### config.mk
export PLATFORM = sky130hd
export DESIGN_NAME = alu_mc_responder
export DESIGN_NICKNAME = d
export VERILOG_FILES = /design/src/rtl/alu_mc_responder_pkg.sv /design/src/rtl/alu_iter_unit.sv /design/src/rtl/alu_mc_responder.sv
export SDC_FILE = /design/constraint.sdc
export NUM_CORES = 1
export LEC_CHECK = 0
export BUFFER_PORTS_ARGS = -buffer_cell sky130_fd_sc_hd__buf_2
export CORE_MARGIN = 5
export CORE_UTILIZATION = 60
export DETAILED_ROUTE_END_ITERATION = 8
export GPL_ROUTABILITY_DRIVEN = 0
export PLACE_DENSITY = 0.9
export SLEW_MARGIN = 20
export SYNTH_ARGS = -nofsm -noshare
export SYNTH_HDL_FRONTEND = slang
export SYNTH_HIERARCHICAL = 1
export SYNTH_SLANG_ARGS = --single-unit
### constraint.sdc
create_clock -name clk -period 3.15 [get_ports clk]
set_input_delay 0.315 -clock clk [delete_from_list [all_inputs] [get_ports clk]]
set_output_delay 0.315 -clock clk [all_outputs]
set_load 0.1 [all_outputs]
### src/rtl/alu_mc_responder_pkg.sv
// Shared types and defaults for the multi-cycle ALU responder.
package alu_mc_responder_pkg;

  localparam int unsigned DEFAULT_OPERAND_WIDTH = 8;

  typedef enum logic [1:0] {
    OP_ADD = 2'b00,
    OP_SUB = 2'b01,
    OP_MUL = 2'b10,
    OP_DIV = 2'b11
  } alu_op_t;

  typedef enum logic [1:0] {
    ST_IDLE = 2'd0,
    ST_EXEC = 2'd1,
    ST_DONE = 2'd2
  } fsm_state_t;

endpackage

### src/rtl/alu_iter_unit.sv
// Iterative shift-add multiplier / restoring divider sharing one 2W accumulator.
module alu_iter_unit #(
  parameter int unsigned W = 8
) (
  input  logic           clk,
  input  logic           rst,
  input  logic           start_i,
  input  logic           op_div_i,
  input  logic [W-1:0]   a_i,
  input  logic [W-1:0]   b_i,
  output logic           done_c_o,
  output logic [2*W-1:0] result_c_o
);

  localparam int unsigned RW    = 2 * W;
  localparam int unsigned SW    = W + 1;
  localparam int unsigned CNT_W = $clog2(W) + 1;

  logic             busy_q, busy_d;
  logic             op_div_q, op_div_d;
  logic [W-1:0]     b_q, b_d;
  logic [RW-1:0]    acc_q, acc_d;
  logic [CNT_W-1:0] count_q, count_d;

  logic [SW-1:0]    rem_sh;
  logic [SW-1:0]    diff;
  logic [SW-1:0]    sum;
  logic [RW-1:0]    acc_step;

  // Divider: upper half is the partial remainder, lower half shifts quotient bits in.
  assign rem_sh = {acc_q[RW-1:W], acc_q[W-1]};
  assign diff   = rem_sh - {1'b0, b_q};
  // Multiplier: upper half accumulates, lower half holds the shifting multiplier.
  assign sum    = {1'b0, acc_q[RW-1:W]} + (acc_q[0] ? {1'b0, b_q} : SW'(0));

  always_comb begin
    acc_step = acc_q;
    if (op_div_q) begin
      if (!diff[W]) begin
        acc_step = {diff[W-1:0], acc_q[W-2:0], 1'b1};
      end else begin
        acc_step = {rem_sh[W-1:0], acc_q[W-2:0], 1'b0};
      end
    end else begin
      acc_step = {sum, acc_q[W-1:1]};
    end
  end

  assign done_c_o   = busy_q && (count_q == CNT_W'(W - 1));
  assign result_c_o = acc_step;

  always_comb begin
    busy_d   = busy_q;
    op_div_d = op_div_q;
    b_d      = b_q;
    acc_d    = acc_q;
    count_d  = count_q;
    if (start_i) begin
      busy_d   = 1'b1;
      op_div_d = op_div_i;
      b_d      = b_i;
      acc_d    = {W'(0), a_i};
      count_d  = CNT_W'(0);
    end else if (busy_q) begin
      acc_d   = acc_step;
      count_d = count_q + CNT_W'(1);
      if (done_c_o) begin
        busy_d = 1'b0;
      end
    end
  end

  always_ff @(posedge clk) begin
    if (rst) begin
      busy_q   <= 1'b0;
      op_div_q <= 1'b0;
      b_q      <= '0;
      acc_q    <= '0;
      count_q  <= '0;
    end else begin
      busy_q   <= busy_d;
      op_div_q <= op_div_d;
      b_q      <= b_d;
      acc_q    <= acc_d;
      count_q  <= count_d;
    end
  end

endmodule

### src/rtl/alu_mc_responder.sv
// Multi-cycle ALU execution core with valid/ready transaction ports on both sides.
module alu_mc_responder
  import alu_mc_responder_pkg::*;
#(
  parameter int unsigned OPERAND_MAX_DATA_WIDTH = DEFAULT_OPERAND_WIDTH
) (
  input  logic                                clk,
  input  logic                                rst,
  input  logic                                in_valid,
  output logic                                in_ready,
  input  logic [OPERAND_MAX_DATA_WIDTH-1:0]   in_a,
  input  logic [OPERAND_MAX_DATA_WIDTH-1:0]   in_b,
  input  logic [1:0]                          in_opcode,
  output logic                                out_valid,
  input  logic                                out_ready,
  output logic [2*OPERAND_MAX_DATA_WIDTH-1:0] out_result,
  output logic                                out_error
);

  localparam int unsigned W  = OPERAND_MAX_DATA_WIDTH;
  localparam int unsigned RW = 2 * W;

  fsm_state_t    state_q, state_d;
  logic [W-1:0]  a_q, a_d;
  logic [W-1:0]  b_q, b_d;
  alu_op_t       op_q, op_d;
  logic [RW-1:0] result_q, result_d;
  logic          error_q, error_d;
  logic          valid_q, valid_d;
  logic          ready_q, ready_d;

  logic          iter_start_c;
  logic          iter_done_c;
  logic [RW-1:0] iter_result_c;

  alu_iter_unit #(
    .W (W)
  ) u_iter (
    .clk        (clk),
    .rst        (rst),
    .start_i    (iter_start_c),
    .op_div_i   (in_opcode == OP_DIV),
    .a_i        (in_a),
    .b_i        (in_b),
    .done_c_o   (iter_done_c),
    .result_c_o (iter_result_c)
  );

  always_comb begin
    state_d      = state_q;
    a_d          = a_q;
    b_d          = b_q;
    op_d         = op_q;
    result_d     = result_q;
    error_d      = error_q;
    valid_d      = valid_q;
    ready_d      = ready_q;
    iter_start_c = 1'b0;
    case (state_q)
      ST_IDLE: begin
        if (in_valid) begin
          a_d          = in_a;
          b_d          = in_b;
          op_d         = alu_op_t'(in_opcode);
          ready_d      = 1'b0;
          state_d      = ST_EXEC;
          // Divide by zero never enters the iterative unit.
          iter_start_c = (in_opcode == OP_MUL) ||
                         ((in_opcode == OP_DIV) && (in_b != W'(0)));
        end
      end
      ST_EXEC: begin
        case (op_q)
          OP_ADD: begin
            result_d = RW'(a_q) + RW'(b_q);
            error_d  = 1'b0;
            valid_d  = 1'b1;
            state_d  = ST_DONE;
          end
          OP_SUB: begin
            result_d = RW'(a_q) - RW'(b_q);
            error_d  = 1'b0;
            valid_d  = 1'b1;
            state_d  = ST_DONE;
          end
          default: begin
            if ((op_q == OP_DIV) && (b_q == W'(0))) begin
              result_d = {a_q, {W{1'b1}}};
              error_d  = 1'b1;
              valid_d  = 1'b1;
              state_d  = ST_DONE;
            end else if (iter_done_c) begin
              result_d = iter_result_c;
              error_d  = 1'b0;
              valid_d  = 1'b1;
              state_d  = ST_DONE;
            end
          end
        endcase
      end
      ST_DONE: begin
        if (out_ready) begin
          valid_d = 1'b0;
          ready_d = 1'b1;
          state_d = ST_IDLE;
        end
      end
      default: begin
        state_d = ST_IDLE;
        valid_d = 1'b0;
        ready_d = 1'b1;
      end
    endcase
  end

  always_ff @(posedge clk) begin
    if (rst) begin
      state_q  <= ST_IDLE;
      a_q      <= '0;
      b_q      <= '0;
      op_q     <= OP_ADD;
      result_q <= '0;
      error_q  <= 1'b0;
      valid_q  <= 1'b0;
      ready_q  <= 1'b1;
    end else begin
      state_q  <= state_d;
      a_q      <= a_d;
      b_q      <= b_d;
      op_q     <= op_d;
      result_q <= result_d;
      error_q  <= error_d;
      valid_q  <= valid_d;
      ready_q  <= ready_d;
    end
  end

  assign in_ready   = ready_q;
  assign out_valid  = valid_q;
  assign out_result = result_q;
  assign out_error  = error_q;

endmodule

==> results of run 1 <==
[metrics by stage]
| step | cells | hold slack [ns] | total power, mW |
|---|---|---|---|
| 6_report | 737 | 0.182 | 2.57 |
| 3_3_place_gp | 721 | 0.439 | 1.72 |
| 5_1_grt | 737 | 0.185 | 2.68 |
| 2_1_floorplan | 599 | 0.451 | 1.58 |
| 4_1_cts | 737 | 0.168 | 2.56 |
| 3_5_place_dp | 721 | 0.441 | 1.74 |
[sequential cells by signal, indices dropped and copies added (netlist names)]
signal and flops:
a_q 8, b_q 8, in_ready 1, op_q 2, out_error 1, out_result 16, out_valid 1, state_q 2
u_iter/acc_q 16, u_iter/b_q 8, u_iter/busy_q 1, u_iter/count_q 4, u_iter/op_div_q 1
[worst max-delay path, stage by stage (launching register included)]
cell and delay, ns:
dfxtp_1 0.32, inv_1 0.10, ha_1 0.17, inv_1 0.05, fa_1 0.40, a21o_1 0.20
a22o_4 0.25, mux2i_4 0.26, nor2_1 0.14, o211ai_1 0.22, o21ai_0 0.13, nand2_1 0.10
a21boi_0 0.11, o31a_1 0.28
[cell type report]
| type | count | area, um2 | area share, % |
|---|---|---|---|
| Inverter | 36 | 135 | 2.62 |
| Multi-Input combinational cell | 465 | 3020 | 58.6 |
| Timing Repair Buffer | 49 | 268 | 5.20 |
| Sequential cell | 69 | 1380 | 26.8 |
| Tap cell | 102 | 128 | 2.48 |
| Clock buffer | 9 | 124 | 2.40 |
| Clock inverter | 7 | 97.6 | 1.89 |
[cells in the mapped netlist, types with 6 or more instances]
library cell  instances  area [um2]
clkbuf_1             22        82.6
o31a_1                6        52.6
nand2b_1              7        43.8
inv_1                36         135
a21oi_1              62         310
nor2_1               70         263
nand2_1              83         312
dfxtp_1              69        1380
and2_1               10        62.6
a21o_1                6        45.0
ha_1                 34         425
nand3_1               6        30.0
o21ai_0              24         120
mux2i_1              15         150
xnor2_1              13         114
nor2b_1               8        50.1
o21a_1                7        52.6
nor3_1               18        90.1
mux2_2                6        67.6
[how the worst max path moves through the flow]
stage               startpoint        endpoint  slack [ns]
6_report       u_iter/acc_q[7]   out_result[8]        0.32
5_1_grt        u_iter/acc_q[7]   out_result[8]        0.10
4_1_cts        u_iter/acc_q[7]   out_result[8]        0.34
3_5_place_dp   u_iter/acc_q[7]  out_result[14]        0.41
3_3_place_gp   u_iter/acc_q[7]  out_result[14]        0.49
2_1_floorplan  u_iter/acc_q[7]  out_result[14]        0.60
[logic make-up (layout without fill, tap and decap cells)]
family	after synthesis	in the layout	share of synthesized area (%)
adders and majority gates	38	38	10.9
DFF	69	69	29.7
AOI/OAI and AO/OA	154	154	21.8
xor gates and xnor gates	18	18	3.39
buffers and inverters	65	101	5.62
and+or+nand+nor	232	232	23.2
muxes	23	23	5.48
[routing by layer]
metal  routed length (um)  vias up
met5                    0        -
met4                  332        0
met3                 1460       39
met2                 5870      293
met1                 5190     2120
li1                     -     2150
[where the power goes]
group          internal (mW)  switching, mW
sequential             0.930         0.0571
combinational          0.258          0.500
clock                  0.448          0.375
==> results.json, run 1 <==
{
  "synth-edff-count": 0,
  "drive_above_1_share_pct": 13.9,
  "synth_nets": 659,
  "clock-skew-final_ns": 0.0112,
  "power_per_cell_area_mw_per_mm2": 498,
  "post_synth_num_cell_types": 67,
  "p_leak_nw": 2.24,
  "synth.yosys.warnings": 6,
  "clk_pin_slew_worst_paths_ns": 0.09,
  "final_routed_wirelength_mm": 12.9,
  "grtUsageTotal_pct": 26.5,
  "dp_hpwl_mm": 9.53,
  "max-slew-margin-rel_pct": 51.6,
  "io_pins": 41,
  "start_util_pct": 60.9,
  "place_area_mm2": 0.00493,
  "r2r_end": "out_result[8]",
  "post-cts-setup-buffer-count": 0,
  "ctsHtreeMaxLevel": 3,
  "residual_overflow_from_global_routing": 0,
  "remaining_drc_errors": 0,
  "dp_slack_ns": 0.407,
  "largest_net_degree_at_the_start_of_global_routing": 56,
  "final_antenna_net_count": 0,
  "grt_pass1_vias": 4281,
  "finish.net_count": 690,
  "endpoint_of_the_worst_hold_timing_path": "u_iter/b_q[1]",
  "chipHeight_um": 98.1,
  "tritoncts_num_sinks": 69,
  "cap_violations": 0,
  "cts.root.buffer_cell": "clkbuf_8",
  "layout.cells.most_common_list": "nand2_1, nor2_1, dfxtp_1",
  "timing.reg2reg.setup_slack_ns": 0.32,
  "detail_route.vias_per_cell": 6.24,
  "hold_depth": 2,
  "report.final.setup_viol": 0,
  "detailedRoute.firstPassIterationCount": 5,
  "antenna-diode-count": 0,
  "floorplan.core_area_mm2": 0.00765,
  "worstPathArrival_ns": 3.07,
  "grt-busiest-layer": "met2",
  "vias": 4602,
  "die_w_um": 98.1,
  "outcome": "completed",
  "use_met3_pct": 7.00,
  "clockBufferDepth": 2,
  "r2r_worst_path_depth": 13,
  "worst_setup_path_end_kind": "register",
  "postSynthRegisterBits": 69,
  "tritoncts": "yes",
  "globalRouteMet1Util_pct": 35.2,
  "synthFlopType": "dfxtp_1",
  "cts_hold_buffers": 0,
  "worstSetupStartpointType": "register",
  "synthesis.area_mm2": 0.00466,
  "holdCritPathClass": "primary input to register",
  "totalNegativeSetupSlack_ns": 0,
  "worst-slew-pin-transition_ns": 0.718,
  "post_cts_resized": 0,
  "max-vdd-ir-drop_mv": 0.368,
  "netlist_instances": 599,
  "post-route-util_pct": 67.4,
  "detailedRoute.firstIterationViolations": 564,
  "crit_fanout": 7,
  "worst_skew_pair.late_latency_ns": 0.36,
  "postSynth.asyncResetShare_pct": 0,
  "synth.yosys.seq_area_share_pct": 29.7,
  "timing.fmax_mhz": 354,
  "tritoncts.num_buffers": 9,
  "area_growth_pct": 10.7,
  "worst_hold_startpoint": "rst",
  "final.fill_count": 573,
  "layout.cells.most_common": "nand2_1",
  "drv_slew": 0,
  "worst-setup-path-type": "register to register",
  "crit-reg2reg-launch": "u_iter/acc_q[7]",
  "grt_antenna_before_repair": 0,
  "finish.instance_area_mm2": 0.00515,
  "timing.critical_path.required_ns": 3.40,
  "finalCritPeriodShare_pct": 89.7,
  "route.detailed.wl_per_inst_um": 17.4,
  "wire_length_of_the_first_global_routing_pass_mm": 21.0,
  "final_hold_violation_count": 0,
  "grt.met2_usage_pct": 42.3,
  "layout_setup_ws_ns": 0.324,
  "placement.io_buffers": 40,
  "syn_avg_cell_area_um2": 7.77,
  "time_the_final_worst_path_needs_with_i_o_delays_and_setup_ns": 2.83,
  "std_cell_rows": 32,
  "rsz0062_at_grt": "no",
  "die-area_mm2": 0.00962
}
(Power assumes the default switching activity.)
==> run 2: changes to the inputs <==
--- a/config.mk
+++ b/config.mk
@@ -14,5 +14,4 @@
 export SLEW_MARGIN = 20
 export SYNTH_ARGS = -nofsm -noshare
 export SYNTH_HDL_FRONTEND = slang
-export SYNTH_HIERARCHICAL = 1
 export SYNTH_SLANG_ARGS = --single-unit
==> run 2 against run 1 <==
Via count down 3.8%. Non-clock buffer count increased by 1. Clock power is 10% lower. Routed wire length decreased by 0.74%. Synthesized area down 1.4%. Sequential share of layout area is 0.46 points higher. Utilization decreased by 0.80 points. Largest cell class unchanged. Largest power group unchanged.
==> results.json, run 2 <==
{
  "clock-skew-final_ns": 0.0121,
  "post-cts-setup-buffer-count": 0,
  "yosys-top-cells-count": "dfxtp_1, a21oi_1, nor2_1",
  "r2r_end": "out_result[8]",
  "tritoncts.num_buffers": 9,
  "syn_avg_cell_area_um2": 7.99,
  "layout.cells.most_common": "dfxtp_1",
  "grt-busiest-layer": "met2",
  "final_routed_wirelength_mm": 12.8,
  "worst_hold_startpoint": "in_a[6]",
  "grt_pass1_vias": 4355,
  "clk_pin_slew_worst_paths_ns": 0.08,
  "worst_skew_pair.late_latency_ns": 0.37,
  "rsz0062_at_grt": "no",
  "endpoint_of_the_worst_hold_timing_path": "u_iter.acc_q[6]",
  "top_post_synthesis_cells_by_area": "dfxtp_1, ha_1, a21oi_1, mux2i_1, nor2_1",
  "worstPathArrival_ns": 2.95,
  "chipHeight_um": 97.5,
  "synth-edff-count": 0,
  "timing.reg2reg.setup_slack_ns": 0.43,
  "die_w_um": 97.5,
  "timing.critical_path.required_ns": 3.38,
  "synth.yosys.warnings": 0,
  "postSynthRegisterBits": 69,
  "max-slew-margin-rel_pct": 46.1,
  "netlist_instances": 575,
  "post_synth_num_cell_types": 59,
  "worst_setup_path_end_kind": "register",
  "clockBufferDepth": 2,
  "worst_hold_slack_ns": 0.202,
  "finalPower_mw": 2.49,
  "r2r_worst_path_depth": 11,
  "remaining_drc_errors": 0,
  "crit-reg2reg-launch": "u_iter.acc_q[7]",
  "final_hold_violation_count": 0,
  "io_pins": 41,
  "synth_nets": 634,
  "largest_net_degree_at_the_start_of_global_routing": 36,
  "detail_route.vias_per_cell": 6.21,
  "post-route-util_pct": 66.6,
  "ctsHtreeMaxLevel": 3,
  "worstSetupStartpointType": "register",
  "hold_depth": 3,
  "detailedRoute.firstPassIterationCount": 6,
  "worst-setup-path-type": "register to register",
  "area_growth_pct": 10.3,
  "totalNegativeSetupSlack_ns": 0,
  "grtUsageTotal_pct": 26.9,
  "post_cts_resized": 0,
  "vias": 4428,
  "power_per_cell_area_mw_per_mm2": 491,
  "postSynth.asyncResetShare_pct": 0,
  "synth_top_cell_area_share_pct": 30.1,
  "report.final.setup_viol": 0,
  "floorplan.core_area_mm2": 0.00761,
  "grt.met2_usage_pct": 43.5,
  "post-synth-top-area-cell": "dfxtp_1",
  "place_area_mm2": 0.00487,
  "p_leak_nw": 2.02,
  "detailedRoute.firstIterationViolations": 417,
  "timing.fmax_mhz": 367,
  "antenna-diode-count": 0,
  "dp_hpwl_mm": 9.84,
  "max-vdd-ir-drop_mv": 0.368,
  "cts_hold_buffers": 0,
  "finish.net_count": 665,
  "finish.instance_area_mm2": 0.00507,
  "outcome": "completed",
  "grt_antenna_before_repair": 0,
  "tritoncts_num_sinks": 69,
  "std_cell_rows": 32,
  "drive_above_1_share_pct": 13.1,
  "crit_fanout": 7,
  "worst-slew-pin-transition_ns": 0.807,
  "placement.io_buffers": 40,
  "use_met3_pct": 6.75,
  "synthFlopType": "dfxtp_1",
  "drv_slew": 0,
  "synth.yosys.seq_area_share_pct": 30.1,
  "start_util_pct": 60.4,
  "synthesis.area_mm2": 0.00459,
  "route.detailed.wl_per_inst_um": 17.9,
  "globalRouteMet1Util_pct": 34.1,
  "layout.cells.most_common_list": "dfxtp_1, a21oi_1, nor2_1",
  "cap_violations": 0,
  "residual_overflow_from_global_routing": 0,
  "wire_length_of_the_first_global_routing_pass_mm": 21.0,
  "holdCritPathClass": "primary input to register",
  "tritoncts": "yes",
  "final_antenna_net_count": 0,
  "synthMostInstantiatedCell": "dfxtp_1",
  "cts.root.buffer_cell": "clkbuf_8",
  "finalCritPeriodShare_pct": 86.4,
  "time_the_final_worst_path_needs_with_i_o_delays_and_setup_ns": 2.72,
  "die-area_mm2": 0.00950
}
run 2: changes by cell type in the layout (fill, tap and decap cells not counted), moves of 4 or more:
cell      change
inv_1         -4
nor3_1       -10
mux2i_1       +9
a211oi_1     +13
mux2_2        -5
nand2_1      -23
nand3_1       +5
a21o_1        +5
nand3b_1      +4
nor2_1        -8
run 2: area by class of cell:
class | count | area [um2]
well taps | 102 | 128
repair buffers | 50 | 275
flip-flops and latches | 69 | 1380
multi-input cells | 444 | 2960
inverters | 32 | 120
fillers | 620 | 2540
clock inverters | 6 | 71.3
clock buffers | 10 | 128
run 2: cells by family (layout without fill, tap and decap cells):
family / Yosys count / after routing / synth area share [%]
flip-flops: 69 / 69 / 30.1
multiplexers: 26 / 26 / 5.72
XOR/XNOR: 17 / 17 / 3.65
AO/OA/AOI/OAI: 167 / 167 / 23.0
adder cells (fa/ha/maj): 37 / 37 / 10.7
buffers and inverters: 62 / 98 / 5.40
AND/OR/NAND/NOR: 197 / 197 / 21.4
run 2: metrics by stage:
stage                     cells  setup slack, ns
final                       713            0.428
after global routing        713            0.271
after CTS                   713            0.447
after detailed placement    697            0.485
after global placement      697            0.578
after floorplan             575            0.671
run 2: worst max-delay path, cell delays in order (launching register included):
cell and delay (ns):
dfxtp_1 0.35, inv_1 0.06, ha_1 0.16, inv_1 0.06
fa_1 0.43, a211oi_2 0.38, nor3_4 0.10, nor2_4 0.22
nor4b_1 0.08, nor4_1 0.47, a21o_1 0.19, a31oi_1 0.07
run 2: report_power, final:
group | switching (mW) | leakage, nW | internal [mW]
Clock | 0.370 | 0.0935 | 0.372
Combinational | 0.491 | 1.36 | 0.257
Sequential | 0.0685 | 0.564 | 0.930
Total | 0.929 | 2.02 | 1.56
run 2: worst max-delay path by stage:
stage	endpoint	start	slack (ns)	depth (start not counted)
after floorplan	out_result[13]	u_iter.acc_q[7]	0.67	11
after global placement	out_result[13]	u_iter.acc_q[7]	0.58	11
after detailed placement	out_result[11]	u_iter.acc_q[7]	0.49	11
after CTS	out_result[11]	u_iter.acc_q[7]	0.45	11
after global routing	out_result[8]	u_iter.acc_q[7]	0.27	11
final	out_result[8]	u_iter.acc_q[7]	0.43	11
run 2: per-layer routing:
metal	vias up	share of wire [%]
met3	56	10
met5	-	0
met4	0	4.0
li1	2084	-
met1	2023	40
met2	265	46
==> run 3: changes to the inputs <==
--- a/config.mk
+++ b/config.mk
@@ -10,7 +10,7 @@
 export CORE_UTILIZATION = 60
 export DETAILED_ROUTE_END_ITERATION = 8
 export GPL_ROUTABILITY_DRIVEN = 0
-export PLACE_DENSITY = 0.9
+export PLACE_DENSITY = 0.85
 export SLEW_MARGIN = 20
 export SYNTH_ARGS = -nofsm -noshare
 export SYNTH_HDL_FRONTEND = slang
==> run 3 against run 2 <==
First-iteration DRC count increased by 1.9%. Total power increased by 3.7%. Hold slack improved by 0.017 ns. Clock skew decreased by 0.0038 ns. Final cell count increased by 0.28%. Count of clock-buffer cells in the layout decreased by 1. Clock power increased by 12%. Utilization increased by 0.51 points.
==> results.json, run 3 (synthesis results as in run 2) <==
{
  "worstPathArrival_ns": 2.97,
  "layout.cells.most_common_list": "dfxtp_1, a21oi_1, nor2_1",
  "drive_above_1_share_pct": 13.5,
  "clockBufferDepth": 2,
  "std_cell_rows": 32,
  "layout.cells.most_common": "dfxtp_1",
  "critical-path-max-stage-delay_ns": 0.48,
  "power.switching_mw": 0.942,
  "worstSetupStartpointType": "register",
  "remaining_drc_errors": 0,
  "r2r_worst_path_depth": 11,
  "layoutNonFillerInstCount": 715,
  "worst-slew-pin-transition_ns": 0.816,
  "timing.critical_path.required_ns": 3.35,
  "start_util_pct": 60.4,
  "final_antenna_net_count": 0,
  "rsz0062_at_grt": "no",
  "ctsHtreeMaxLevel": 3,
  "tritoncts.num_buffers": 9,
  "time_the_final_worst_path_needs_with_i_o_delays_and_setup_ns": 2.76,
  "vias": 4489,
  "timing.fmax_mhz": 362,
  "die-area_mm2": 0.00950,
  "place_inst": 699,
  "part_of_the_power_in_the_clock_network_pct": 32.1,
  "placement.io_buffers": 40,
  "seq_power_share_pct": 38.7,
  "outcome": "completed",
  "io_pins": 41,
  "finalPower_mw": 2.58,
  "clk_pin_slew_worst_paths_ns": 0.08,
  "dp_hpwl_mm": 9.77,
  "detailedRoute.firstPassIterationCount": 6,
  "regArea_mm2": 0.00138,
  "largest_net_degree_at_the_start_of_global_routing": 37,
  "route.detailed.wl_per_inst_um": 18.5,
  "floorplan.core_area_mm2": 0.00761,
  "post_cts_resized": 0,
  "worst_skew_pair.late_latency_ns": 0.35,
  "netSwitchingFraction_pct": 36.5,
  "clock-skew-final_ns": 0.00834,
  "cts_hold_buffers": 0,
  "grtUsageTotal_pct": 27.8,
  "worst-path-buf-inv": 2,
  "dp_slack_ns": 0.428,
  "worst_setup_path_end_kind": "register",
  "critical_path.cell_chain": "inv_1 > ha_1 > inv_1 > fa_1 > a211oi_2 > nor3_4 > nor2_4 > mux2i_1 > nor4_1 > a21o_1 > a211oi_1",
  "area_of_the_multi_input_gates_mm2": 0.00296,
  "p_leak_nw": 2.05,
  "residual_overflow_from_global_routing": 0,
  "power_per_cell_area_mw_per_mm2": 505,
  "crit_fanout": 7,
  "cpLargestDelayFamily": "simple AND/OR/NAND/NOR gates",
  "max-vdd-ir-drop_mv": 0.428,
  "hold_depth": 3,
  "worst_hold_slack_ns": 0.219,
  "finish.net_count": 667,
  "final_routed_wirelength_mm": 13.2,
  "finalCritPeriodShare_pct": 87.7,
  "critPathMostFrequentCell": "inv_1",
  "detail_route.vias_per_cell": 6.28,
  "drv_slew": 0,
  "grt_pass1_vias": 4480,
  "max-slew-margin-rel_pct": 45.5,
  "critical_path.slowest_cell": "nor4_1",
  "report.final.setup_viol": 0,
  "post-cts-setup-buffer-count": 0,
  "antenna-diode-count": 0,
  "cap_violations": 0,
  "internal_power_mw": 1.64,
  "worst-setup-path-type": "register to register",
  "detailedRoute.firstIterationViolations": 425,
  "final.fill_count": 639,
  "totalNegativeSetupSlack_ns": 0,
  "grt_antenna_before_repair": 0,
  "tritoncts_num_sinks": 69,
  "tritoncts": "yes",
  "wire_length_of_the_first_global_routing_pass_mm": 21.7,
  "layout_setup_ws_ns": 0.387,
  "cts.root.buffer_cell": "clkbuf_8",
  "die_w_um": 97.5,
  "final_hold_violation_count": 0,
  "comb_power_share_pct": 29.2,
  "holdCritPathClass": "primary input to register",
  "area_growth_pct": 11.2,
  "chipHeight_um": 97.5,
  "worstSetupPathDepth": 11
}
==> run 3: worst register-to-register path, cell delays in order, from the launching register on <==
cell and delay, ns:
dfxtp_1 0.35, inv_1 0.07, ha_1 0.16, inv_1 0.05, fa_1 0.43, a211oi_2 0.36, nor3_4 0.10, nor2_4 0.23
mux2i_1 0.12, nor4_1 0.48, a21o_1 0.20, a211oi_1 0.07
==> run 3: cell type report <==
| class | count | area share [%] |
|---|---|---|
| inverters | 32 | 2.35 |
| clock inverters | 7 | 1.94 |
| well taps | 102 | 2.50 |
| repair buffers | 52 | 5.69 |
| clock buffers | 9 | 2.43 |
| flip-flops and latches | 69 | 27.1 |
| multi-input cells | 444 | 58.0 |
==> run 3: power groups by stage <==
stage | logic, mW | clock network (mW) | registers [mW]
finish | 0.753 | 0.829 | 0.998
global route | 0.813 | 0.863 | 1.00
CTS | 0.745 | 0.824 | 0.995
detailed placement | 0.735 | 0 | 1.01
global placement | 0.712 | 0 | 1.01
floorplan | 0.460 | 0 | 1.12
==> run 3: worst paths after layout <==
check | startpoint | slack [ns] | endpoint
max | u_iter.acc_q[7] | 0.39 | out_result[10]
min | in_a[1] | 0.22 | a_q[1]
max reg2reg | u_iter.acc_q[7] | 0.39 | out_result[10]
min reg2reg | out_result[2] | 0.46 | out_result[2]
==> run 3: metrics by stage <==
stage	utilization (%)	cell area [um2]
2_1_floorplan	-	4590
5_1_grt	67.1	5100
6_report	67.1	5100
3_3_place_gp	64.2	4880
4_1_cts	67.1	5100
3_5_place_dp	64.2	4880
==> run 3: layer usage <==
metal / share of wire (%) / track usage (%) / vias to the layer above
li1: - / - / 2093
met1: 41 / 35.1 / 2096
met2: 46 / 45.0 / 242
met3: 8.5 / 6.89 / 58
met4: 4.5 / 12.1 / 0
met5: 0 / 0 / -
